--- src/rtl/photon_lockin_counter.sv ---
// Purpose: lock-in photon counter; modulates a light source, bins PMT events by phase, integrates I/Q per window.
// Latency: pmt_in edge to accumulator 3 cycles; results appear the cycle after the window-end cycle.
// Backpressure: none; results are latched and held until the next result_valid pulse.
module photon_lockin_counter #(
    parameter int PERIOD_CYCLES = 500,
    parameter int NUM_BINS      = 4,
    parameter int COUNT_W       = 32,
    parameter int INTEG_CYCLES  = 50000000
) (
    input  logic                        main_clock,
    input  logic                        reset,
    input  logic                        pmt_in,
    output logic                        light_out,
    input  logic [$clog2(NUM_BINS)-1:0] bin_sel,
    output logic [COUNT_W-1:0]          bin_count,
    output logic signed [COUNT_W:0]     i_value,
    output logic signed [COUNT_W:0]     q_value,
    output logic [COUNT_W-1:0]          total_count,
    output logic                        result_valid,
    output logic                        overflow,
    output logic [15:0]                 window_index
);

    localparam int PH_W    = $clog2(PERIOD_CYCLES);
    localparam int IN_W    = $clog2(INTEG_CYCLES);
    localparam int BIN_W   = $clog2(NUM_BINS);
    localparam int BIN_LEN = PERIOD_CYCLES / NUM_BINS;
    localparam int SUB_W   = (BIN_LEN > 1) ? $clog2(BIN_LEN) : 1;

    localparam logic [PH_W-1:0]  PH_LAST  = PH_W'(PERIOD_CYCLES - 1);
    localparam logic [PH_W-1:0]  PH_HALF  = PH_W'(PERIOD_CYCLES / 2);
    localparam logic [PH_W-1:0]  PH_Q1    = PH_W'(PERIOD_CYCLES / 4);
    localparam logic [PH_W-1:0]  PH_Q3    = PH_W'((3 * PERIOD_CYCLES) / 4);
    localparam logic [SUB_W-1:0] SUB_LAST = SUB_W'(BIN_LEN - 1);
    localparam logic [IN_W-1:0]  IN_LAST  = IN_W'(INTEG_CYCLES - 1);

    // Saturating increment: holds at all-ones instead of wrapping.
    function automatic logic [COUNT_W-1:0] sat_inc(input logic [COUNT_W-1:0] v, input logic en);
        if (en && !(&v)) begin
            return v + COUNT_W'(1);
        end
        return v;
    endfunction

    // Synchroniser and edge detector state. r_sync_vld tracks which sync
    // stages hold genuine post-reset samples, so a pmt_in already high
    // when reset releases is not mistaken for a fresh rising edge.
    logic       r_sync1;
    logic       r_sync2;
    logic       r_sync3;
    logic [2:0] r_sync_vld;
    logic       w_event;

    // Phase timer, sub-bin counter and current bin index.
    logic [PH_W-1:0]  r_phase;
    logic [SUB_W-1:0] r_sub;
    logic [BIN_W-1:0] r_bin;
    logic             r_light;

    // Integration timer.
    logic [IN_W-1:0] r_integ;
    logic            w_win_end;

    // Live accumulators for the open window.
    logic [COUNT_W-1:0] r_ip;
    logic [COUNT_W-1:0] r_im;
    logic [COUNT_W-1:0] r_qp;
    logic [COUNT_W-1:0] r_qm;
    logic [COUNT_W-1:0] r_tot;
    logic [COUNT_W-1:0] r_bins [NUM_BINS];
    logic               r_ovf;

    // Accumulator values including the current cycle's event.
    logic               w_in_phase;
    logic               w_quad;
    logic [COUNT_W-1:0] w_ip_nxt;
    logic [COUNT_W-1:0] w_im_nxt;
    logic [COUNT_W-1:0] w_qp_nxt;
    logic [COUNT_W-1:0] w_qm_nxt;
    logic [COUNT_W-1:0] w_tot_nxt;
    logic [COUNT_W-1:0] w_bins_nxt [NUM_BINS];
    logic               w_bin_sat;
    logic               w_ovf_nxt;
    logic signed [COUNT_W:0] w_i_diff;
    logic signed [COUNT_W:0] w_q_diff;

    // Latched results of the last completed window.
    logic signed [COUNT_W:0] r_i_value;
    logic signed [COUNT_W:0] r_q_value;
    logic [COUNT_W-1:0]      r_total;
    logic [COUNT_W-1:0]      r_bank [NUM_BINS];
    logic                    r_ovf_lat;
    logic                    r_valid;
    logic [15:0]             r_win_idx;

    // Two-flop synchroniser plus one history flop for rising-edge detection.
    always_ff @(posedge main_clock) begin
        if (reset) begin
            r_sync1    <= 1'b0;
            r_sync2    <= 1'b0;
            r_sync3    <= 1'b0;
            r_sync_vld <= 3'b000;
        end else begin
            r_sync1    <= pmt_in;
            r_sync2    <= r_sync1;
            r_sync3    <= r_sync2;
            r_sync_vld <= {r_sync_vld[1:0], 1'b1};
        end
    end

    assign w_event = r_sync2 & ~r_sync3 & r_sync_vld[2];

    // Free-running phase timer; never disturbed by window boundaries.
    always_ff @(posedge main_clock) begin
        if (reset) begin
            r_phase <= '0;
            r_sub   <= '0;
            r_bin   <= '0;
            r_light <= 1'b0;
        end else begin
            r_light <= (r_phase < PH_HALF);
            if (r_phase == PH_LAST) begin
                r_phase <= '0;
                r_sub   <= '0;
                r_bin   <= '0;
            end else begin
                r_phase <= r_phase + PH_W'(1);
                if (r_sub == SUB_LAST) begin
                    r_sub <= '0;
                    r_bin <= r_bin + BIN_W'(1);
                end else begin
                    r_sub <= r_sub + SUB_W'(1);
                end
            end
        end
    end

    assign w_win_end = (r_integ == IN_LAST);

    // Integration window timer.
    always_ff @(posedge main_clock) begin
        if (reset) begin
            r_integ <= '0;
        end else if (w_win_end) begin
            r_integ <= '0;
        end else begin
            r_integ <= r_integ + IN_W'(1);
        end
    end

    // Phase classification and next accumulator values for this cycle's event.
    always_comb begin
        w_in_phase = (r_phase < PH_HALF);
        w_quad     = (r_phase >= PH_Q1) && (r_phase < PH_Q3);
        w_ip_nxt   = sat_inc(r_ip,  w_event &  w_in_phase);
        w_im_nxt   = sat_inc(r_im,  w_event & ~w_in_phase);
        w_qp_nxt   = sat_inc(r_qp,  w_event &  w_quad);
        w_qm_nxt   = sat_inc(r_qm,  w_event & ~w_quad);
        w_tot_nxt  = sat_inc(r_tot, w_event);
        w_bin_sat  = 1'b0;
        for (int b = 0; b < NUM_BINS; b++) begin
            w_bins_nxt[b] = sat_inc(r_bins[b], w_event && (r_bin == BIN_W'(b)));
            w_bin_sat     = w_bin_sat | (w_event && (r_bin == BIN_W'(b)) && (&r_bins[b]));
        end
        w_ovf_nxt = r_ovf
                  | (w_event &  w_in_phase & (&r_ip))
                  | (w_event & ~w_in_phase & (&r_im))
                  | (w_event &  w_quad     & (&r_qp))
                  | (w_event & ~w_quad     & (&r_qm))
                  | (w_event & (&r_tot))
                  | w_bin_sat;
        w_i_diff = $signed({1'b0, w_ip_nxt}) - $signed({1'b0, w_im_nxt});
        w_q_diff = $signed({1'b0, w_qp_nxt}) - $signed({1'b0, w_qm_nxt});
    end

    // Accumulators: take the next value, or restart from zero after window end.
    always_ff @(posedge main_clock) begin
        if (reset || w_win_end) begin
            r_ip  <= '0;
            r_im  <= '0;
            r_qp  <= '0;
            r_qm  <= '0;
            r_tot <= '0;
            r_ovf <= 1'b0;
            for (int b = 0; b < NUM_BINS; b++) begin
                r_bins[b] <= '0;
            end
        end else begin
            r_ip  <= w_ip_nxt;
            r_im  <= w_im_nxt;
            r_qp  <= w_qp_nxt;
            r_qm  <= w_qm_nxt;
            r_tot <= w_tot_nxt;
            r_ovf <= w_ovf_nxt;
            for (int b = 0; b < NUM_BINS; b++) begin
                r_bins[b] <= w_bins_nxt[b];
            end
        end
    end

    // Result bank: captures the closing window, including its last-cycle event.
    always_ff @(posedge main_clock) begin
        if (reset) begin
            r_i_value <= '0;
            r_q_value <= '0;
            r_total   <= '0;
            r_ovf_lat <= 1'b0;
            r_valid   <= 1'b0;
            r_win_idx <= '0;
            for (int b = 0; b < NUM_BINS; b++) begin
                r_bank[b] <= '0;
            end
        end else begin
            r_valid <= w_win_end;
            if (w_win_end) begin
                r_i_value <= w_i_diff;
                r_q_value <= w_q_diff;
                r_total   <= w_tot_nxt;
                r_ovf_lat <= w_ovf_nxt;
                r_win_idx <= r_win_idx + 16'd1;
                for (int b = 0; b < NUM_BINS; b++) begin
                    r_bank[b] <= w_bins_nxt[b];
                end
            end
        end
    end

    assign light_out    = r_light;
    assign bin_count    = r_bank[bin_sel];
    assign i_value      = r_i_value;
    assign q_value      = r_q_value;
    assign total_count  = r_total;
    assign result_valid = r_valid;
    assign overflow     = r_ovf_lat;
    assign window_index = r_win_idx;

endmodule

--- config.mk ---
export PLATFORM = sky130hd
export DESIGN_NAME = photon_lockin_counter
export DESIGN_NICKNAME = d
export VERILOG_FILES = /design/src/rtl/photon_lockin_counter.sv
export SDC_FILE = /design/constraint.sdc
export NUM_CORES = 1
export LEC_CHECK = 0
export ABC_AREA = 1
export CAP_MARGIN = 40
export CELL_PAD_IN_SITES_DETAIL_PLACEMENT = 0
export CELL_PAD_IN_SITES_GLOBAL_PLACEMENT = 1
export CORE_ASPECT_RATIO = 0.8
export CORE_MARGIN = 1.5
export CORE_UTILIZATION = 30
export CTS_BUF_LIST = sky130_fd_sc_hd__clkbuf_16
export CTS_CLUSTER_SIZE = 24
export DETAILED_ROUTE_END_ITERATION = 7
export GPL_TIMING_DRIVEN = 0
export PLACE_DENSITY_LB_ADDON = 0.1
export REMOVE_ABC_BUFFERS = 1
export SETUP_SLACK_MARGIN = 0.4
export SYNTH_ARGS = -nofsm -noshare
export SYNTH_HDL_FRONTEND = slang
export SYNTH_SLANG_ARGS = --single-unit
--- constraint.sdc ---
create_clock -name main_clock -period 12.4 [get_ports main_clock]
set_clock_uncertainty 0.15 [all_clocks]
set_input_delay 1.24 -clock main_clock [delete_from_list [all_inputs] [get_ports main_clock]]
set_output_delay 1.24 -clock main_clock [all_outputs]
set_load 0.02 [all_outputs]
Yosys cells after proc, flatten, opt, wreduce, memory -nomap -nowiden
Memories as Yosys holds them, arrays and structs flattened. Index checks and enable logic that the tools add are counted.

Reductions and logical operators: 41. Magnitude comparators: 3. Bitwise operators: 31. Add/sub/neg operators: 16. Equal/unequal tests: 6. Muxes and demuxes: 44.

Operators with widths (number): two-way mux 32 bit (26); adder 32 x 1 -> 32 bit (second input constant) (9); AND reduction 32 bit (9); subtractor 32 x 32 -> 33 bit (2); adder 26 x 1 -> 26 bit (second input constant) (1); == test 26 bit (second input constant) (1); logical AND 1 bit (18); two-way mux 1 bit (18); OR 1 bit (17); adder 16 x 1 -> 16 bit (second input constant) (1); AND 1 bit (11); adder 9 x 1 -> 9 bit (second input constant) (1); == test 9 bit (second input constant) (1); greater-or-equal comparator 9 x 7 -> 1 bit (second input constant) (1); zero test 1 bit (9); less-than comparator 9 x 8 -> 1 bit (second input constant) (1); less-than comparator 9 bit (second input constant) (1); adder 7 x 1 -> 7 bit (second input constant) (1); == test 7 bit (second input constant) (1); == test 2 bit (second input constant) (2); OR reduction 2 bit (2); NOT 1 bit (3); OR reduction 3 bit (1); adder 2 x 1 -> 2 bit (second input constant) (1); 3 further kinds (3).

RAM bits: 256. Logic and storage cells: 165. Output and inout port bits: 149. Bits of input ports: 5. Register bits: 328. Memories: 2.

Memories: r_bank (depth 4, width 32, rd ports 1, clocked after Yosys merged registers in 0, write ports 4, line 91) `logic [COUNT_W-1:0] r_bank [NUM_BINS];`; r_bins (depth 4, width 32, rd ports 4, clocked after Yosys merged registers in 0, write ports 4, line 70) `logic [COUNT_W-1:0] r_bins [NUM_BINS];`.

Logic depth before layout (Yosys ltp)
Depth in word-level cells: 11. Depth in mapped cells: 30.

Least setup slack after synthesis
OpenSTA, ideal clock, no wires.

Path type: input port to flip-flop. From: in reset. To: mem r_bank[0][0] (enable). Stages on the path: 5. Slack: 6.066 ns. Data required time: 11.707 ns. Data arrival time: 5.641 ns. Cell sequence: clkbuf_1 > nor2_1 > inv_1 > clkbuf_1 > clkbuf_1.

RTL lines: start, declared (line 11) `input logic reset,`; end, declared (line 91).

Worst setup path in the final report
From: reg r_im[0]. To: reg r_i_value[30], in the netlist i_value[30].

Word-level cells in the longest chain between the ends: 6. Elaborated cells on any way between the ends: 8.

Ends and longest elaborated chain: start, declared (line 66) `logic [COUNT_W-1:0] r_im;`; start signal, assigned (line 190) `r_im <= w_im_nxt;`; parallel branches: the longest is 4 deep, another holds adder 32 x 1 -> 32 bit; two-way mux 32 bit * (line 42) `return v;`; net w_im_nxt[1] (line 77) `logic [COUNT_W-1:0] w_im_nxt;`; subtractor 32 x 32 -> 33 bit * (line 172) `w_i_diff = $signed({1'b0, w_ip_nxt}) - $signed({1'b0, w_im_nxt});`; end signal, assigned (line 216) `r_i_value <= w_i_diff;`; end, declared (line 88) `logic signed [COUNT_W:0] r_i_value;`.

Mark *: on every way through the listed nets, which the timed path passes. The select of a mux whose other input is x is not followed. A chain may end at the register's enable or synchronous reset.

==> flow_summary.yaml <==
outcome:
  outcome: "finished, final reports clean"
timing:
  period_share_pct: 45.9
  setup_viol: 0
  fin_ws_ps: 6710
  min_period_ps: 5690
  slew_violations: 0
  worst_slew_pin_slew_ps: 748
  max_freq_mhz: 176
  rsz0062_at_grt: "false"
  hold_viol: 0
  slew_headroom_pct: 49.7
  tns_ps: 0
worst_setup_path:
  reg2reg_slack_ps: 6710
  cp_cell_sequence: "ha_1 -> nand2_1 -> nor3_1 -> nand2_1 -> nand3b_1 -> nand2_1 -> inv_2 -> or2_2 -> o21ai_0 -> inv_1 -> fa_1 -> or2_2 -> o21ai_0 -> nand3_1 -> nand2_1 -> nand2_1 -> nand2_1 -> nand2_1 -> nand2_1 -> a21oi_1 -> o21ai_0 -> a21oi_1 -> o21ai_0 -> nand2_1"
  startpoint: "r_im[0]"
  critPathSlowestCell: "nand2_1"
  critPathTopFamily: "simple AND/OR/NAND/NOR gates"
  cp_common_cell: "nand2_1"
  critical_path_class: "register to register"
  critPathRequiredTime_ps: 12760
  cp_max_fo: 11
  reg2reg_from: "r_im[0]"
  start_kind: "register"
  slowest_delay_ps: 470
  path_buf_inv: 2
  crit_path_end_kind: "register"
  critPathArrivalTime_ps: 6050
detailed_routing:
  wl_um: 96500
  dr.pass1.iters: 7
  wl_per_cell_um: 16.7
  postRouteAntennaNets: 0
  dr.first_iter.drc_count: 1698
  drcViolationCount: 0
  vias: 26726
  vias_per_cell: 4.62
floorplan:
  die_w_um: 362
  pin_count: 154
  fp.dieH_um: 291
  start_util_pct: 30.3
  rows: 105
  core_um2: 102000
  dieArea_um2: 105000
clocking:
  clock_latency_ps: 670
  cts_resized: 0
  clock-sinks: 584
  numCtsBuffers: 72
  ctsHoldBuffers: 0
  cts_setup_buffers: 0
  clkTransAtPathRegs_ps: 50
  cts_tree: "yes"
  htreeDepth: 3
  clk_root_buffer_cell: "clkbuf_16"
  clockBufferDepth: 3
pwr:
  power-per-cell-area_nw_per_um2: 116
  vdd_drop_max_v: 0.0000821
  p_leak_uw: 0.0143
yosys:
  ys_top_cells_by_area: "dfxtp_1 (29%), edfxtp_1 (12%), nand2_1 (10%), nor2_1 (8.9%), inv_1 (6.7%)"
  synthesis.area_um2: 31000
  ys_ff_latch: 584
  synth-edff-count: 128
  ys.flop_type: "dfxtp_1"
  synth_top_cell_by_area: "dfxtp_1"
  synth_async_sr_flop_share_pct: 0
  yosysSeqAreaShare_pct: 41.8
  synth_top_area_share_pct: 29.4
  ys_types: 55
  netlist_instances: 4262
  yosys_warnings: 0
  avgSynthCellArea_um2: 7.28
cells_and_area:
  fin_nets: 4485
  drive_above_1_share_pct: 5.39
  final_cell_mix: "nand2_1 (862), nor2_1 (730), inv_1 (569)"
  syn2layout_area_growth_pct: 17.6
  final_cell_count_no_fill: 5791
  finish.utilization_pct: 35.6
  final_common_cell: "nand2_1"
global_route:
  grt.overflow.total: 0
  grt_pass1_vias: 25919
  grt_pass1_wl_um: 152000
  grt_usage_pct: 18.3
  antenna_found_initial: 4
  grt_max_degree: 113
place:
  io_buffer_count: 153
  gp_congestion: 0.843
  dp_cells: 5661
  dpl.hpwl_um: 72900
  place_ws_ps: 6660
hold_path:
  min_from: "r_sync_vld[0]"
  hp-class: "register to register"
job:
  max_cap_viol_count: 0
==> kinds of logic after synthesis <==
logic type	synth area share [%]
flip-flops	41.8
AND/OR/NAND/NOR	30.3
XOR/XNOR	7.68
adder cells (fa/ha/maj)	3.36
AO/OA/AOI/OAI	8.39
buffers and inverters	8.29
multiplexers	0.161
==> path summary, 6_finish.rpt <==
kind	endpoint	cells after the start
max	i_value[30]	24
min	r_sync_vld[1]	2
max reg2reg	i_value[30]	24
min reg2reg	r_sync_vld[1]	2
==> metrics by stage <==
step | hold slack, ps | area [um^2] | total power [uW]
global placement | 246 | 33800 | 2150
CTS | 254 | 36500 | 4310
detailed placement | 246 | 34200 | 2150
finish | 250 | 36500 | 4220
global route | 272 | 36500 | 4390
floorplan | 238 | 30600 | 2080
==> cell type report <==
cell class,count,area [um^2]
antenna,1,2.50
clock buffer,72,1800
clock inverter,57,509
fill,11072,66000
inverter,571,2160
multi-input combinational,3000,15500
sequential,584,13000
tap,1337,1670
timing repair buffer,169,1870
==> worst reg2reg max path, stage by stage (launching register included) <==
cell      delay, ps
dfxtp_1         400
ha_1            220
nand2_1          70
nor3_1          310
nand2_1         160
nand3b_1        300
nand2_1         470
inv_2           210
or2_2           310
o21ai_0         210
inv_1           140
fa_1            430
or2_2           320
o21ai_0         260
nand3_1         120
nand2_1         120
nand2_1          60
nand2_1         140
nand2_1          70
nand2_1         210
a21oi_1         160
o21ai_0         340
a21oi_1         100
o21ai_0         190
nand2_1          90
==> report_power, final <==
part | leakage [uW] | total (uW) | switching, uW | internal (uW)
clock | 0.00120 | 2120 | 921 | 1200
combinational | 0.00808 | 144 | 100 | 43.9
sequential | 0.00505 | 1960 | 6.88 | 1950
==> routing by layer <==
metal	vias to the layer above	global-route usage (%)	share of wire (%)
met5	-	0	0
met4	0	3.83	1.8
met3	93	3.12	3.7
met2	396	26.2	40
met1	12231	28.4	54
li1	14006	-	-
==> Yosys cell counts, drive strengths merged (6+ instances only) <==
library cell    n
and2           13
nor4           53
dfxtp         456
edfxtp        128
clkbuf         96
nor3b          10
nand2         886
nor2          772
o21ai         208
nand3         149
or2            12
o22ai          33
nor3          147
xor2          206
a31oi           6
inv           566
xnor2          66
nand4         109
buf            11
o21a            6
a21oi         202
ha             80
==> sequential cells by signal, summed over array words and instances (netlist names), 7 cells and up, named ones only <==
name          count
window_index     16
total_count      32
q_value          33
r_phase           9
r_integ          26
i_value          33
r_qm             32
r_tot            32
r_qp             31
r_bank          128
r_ip             32
r_bins          128
r_im             32
r_sub             7
Note: power is estimated with default switching activity, not from simulation.
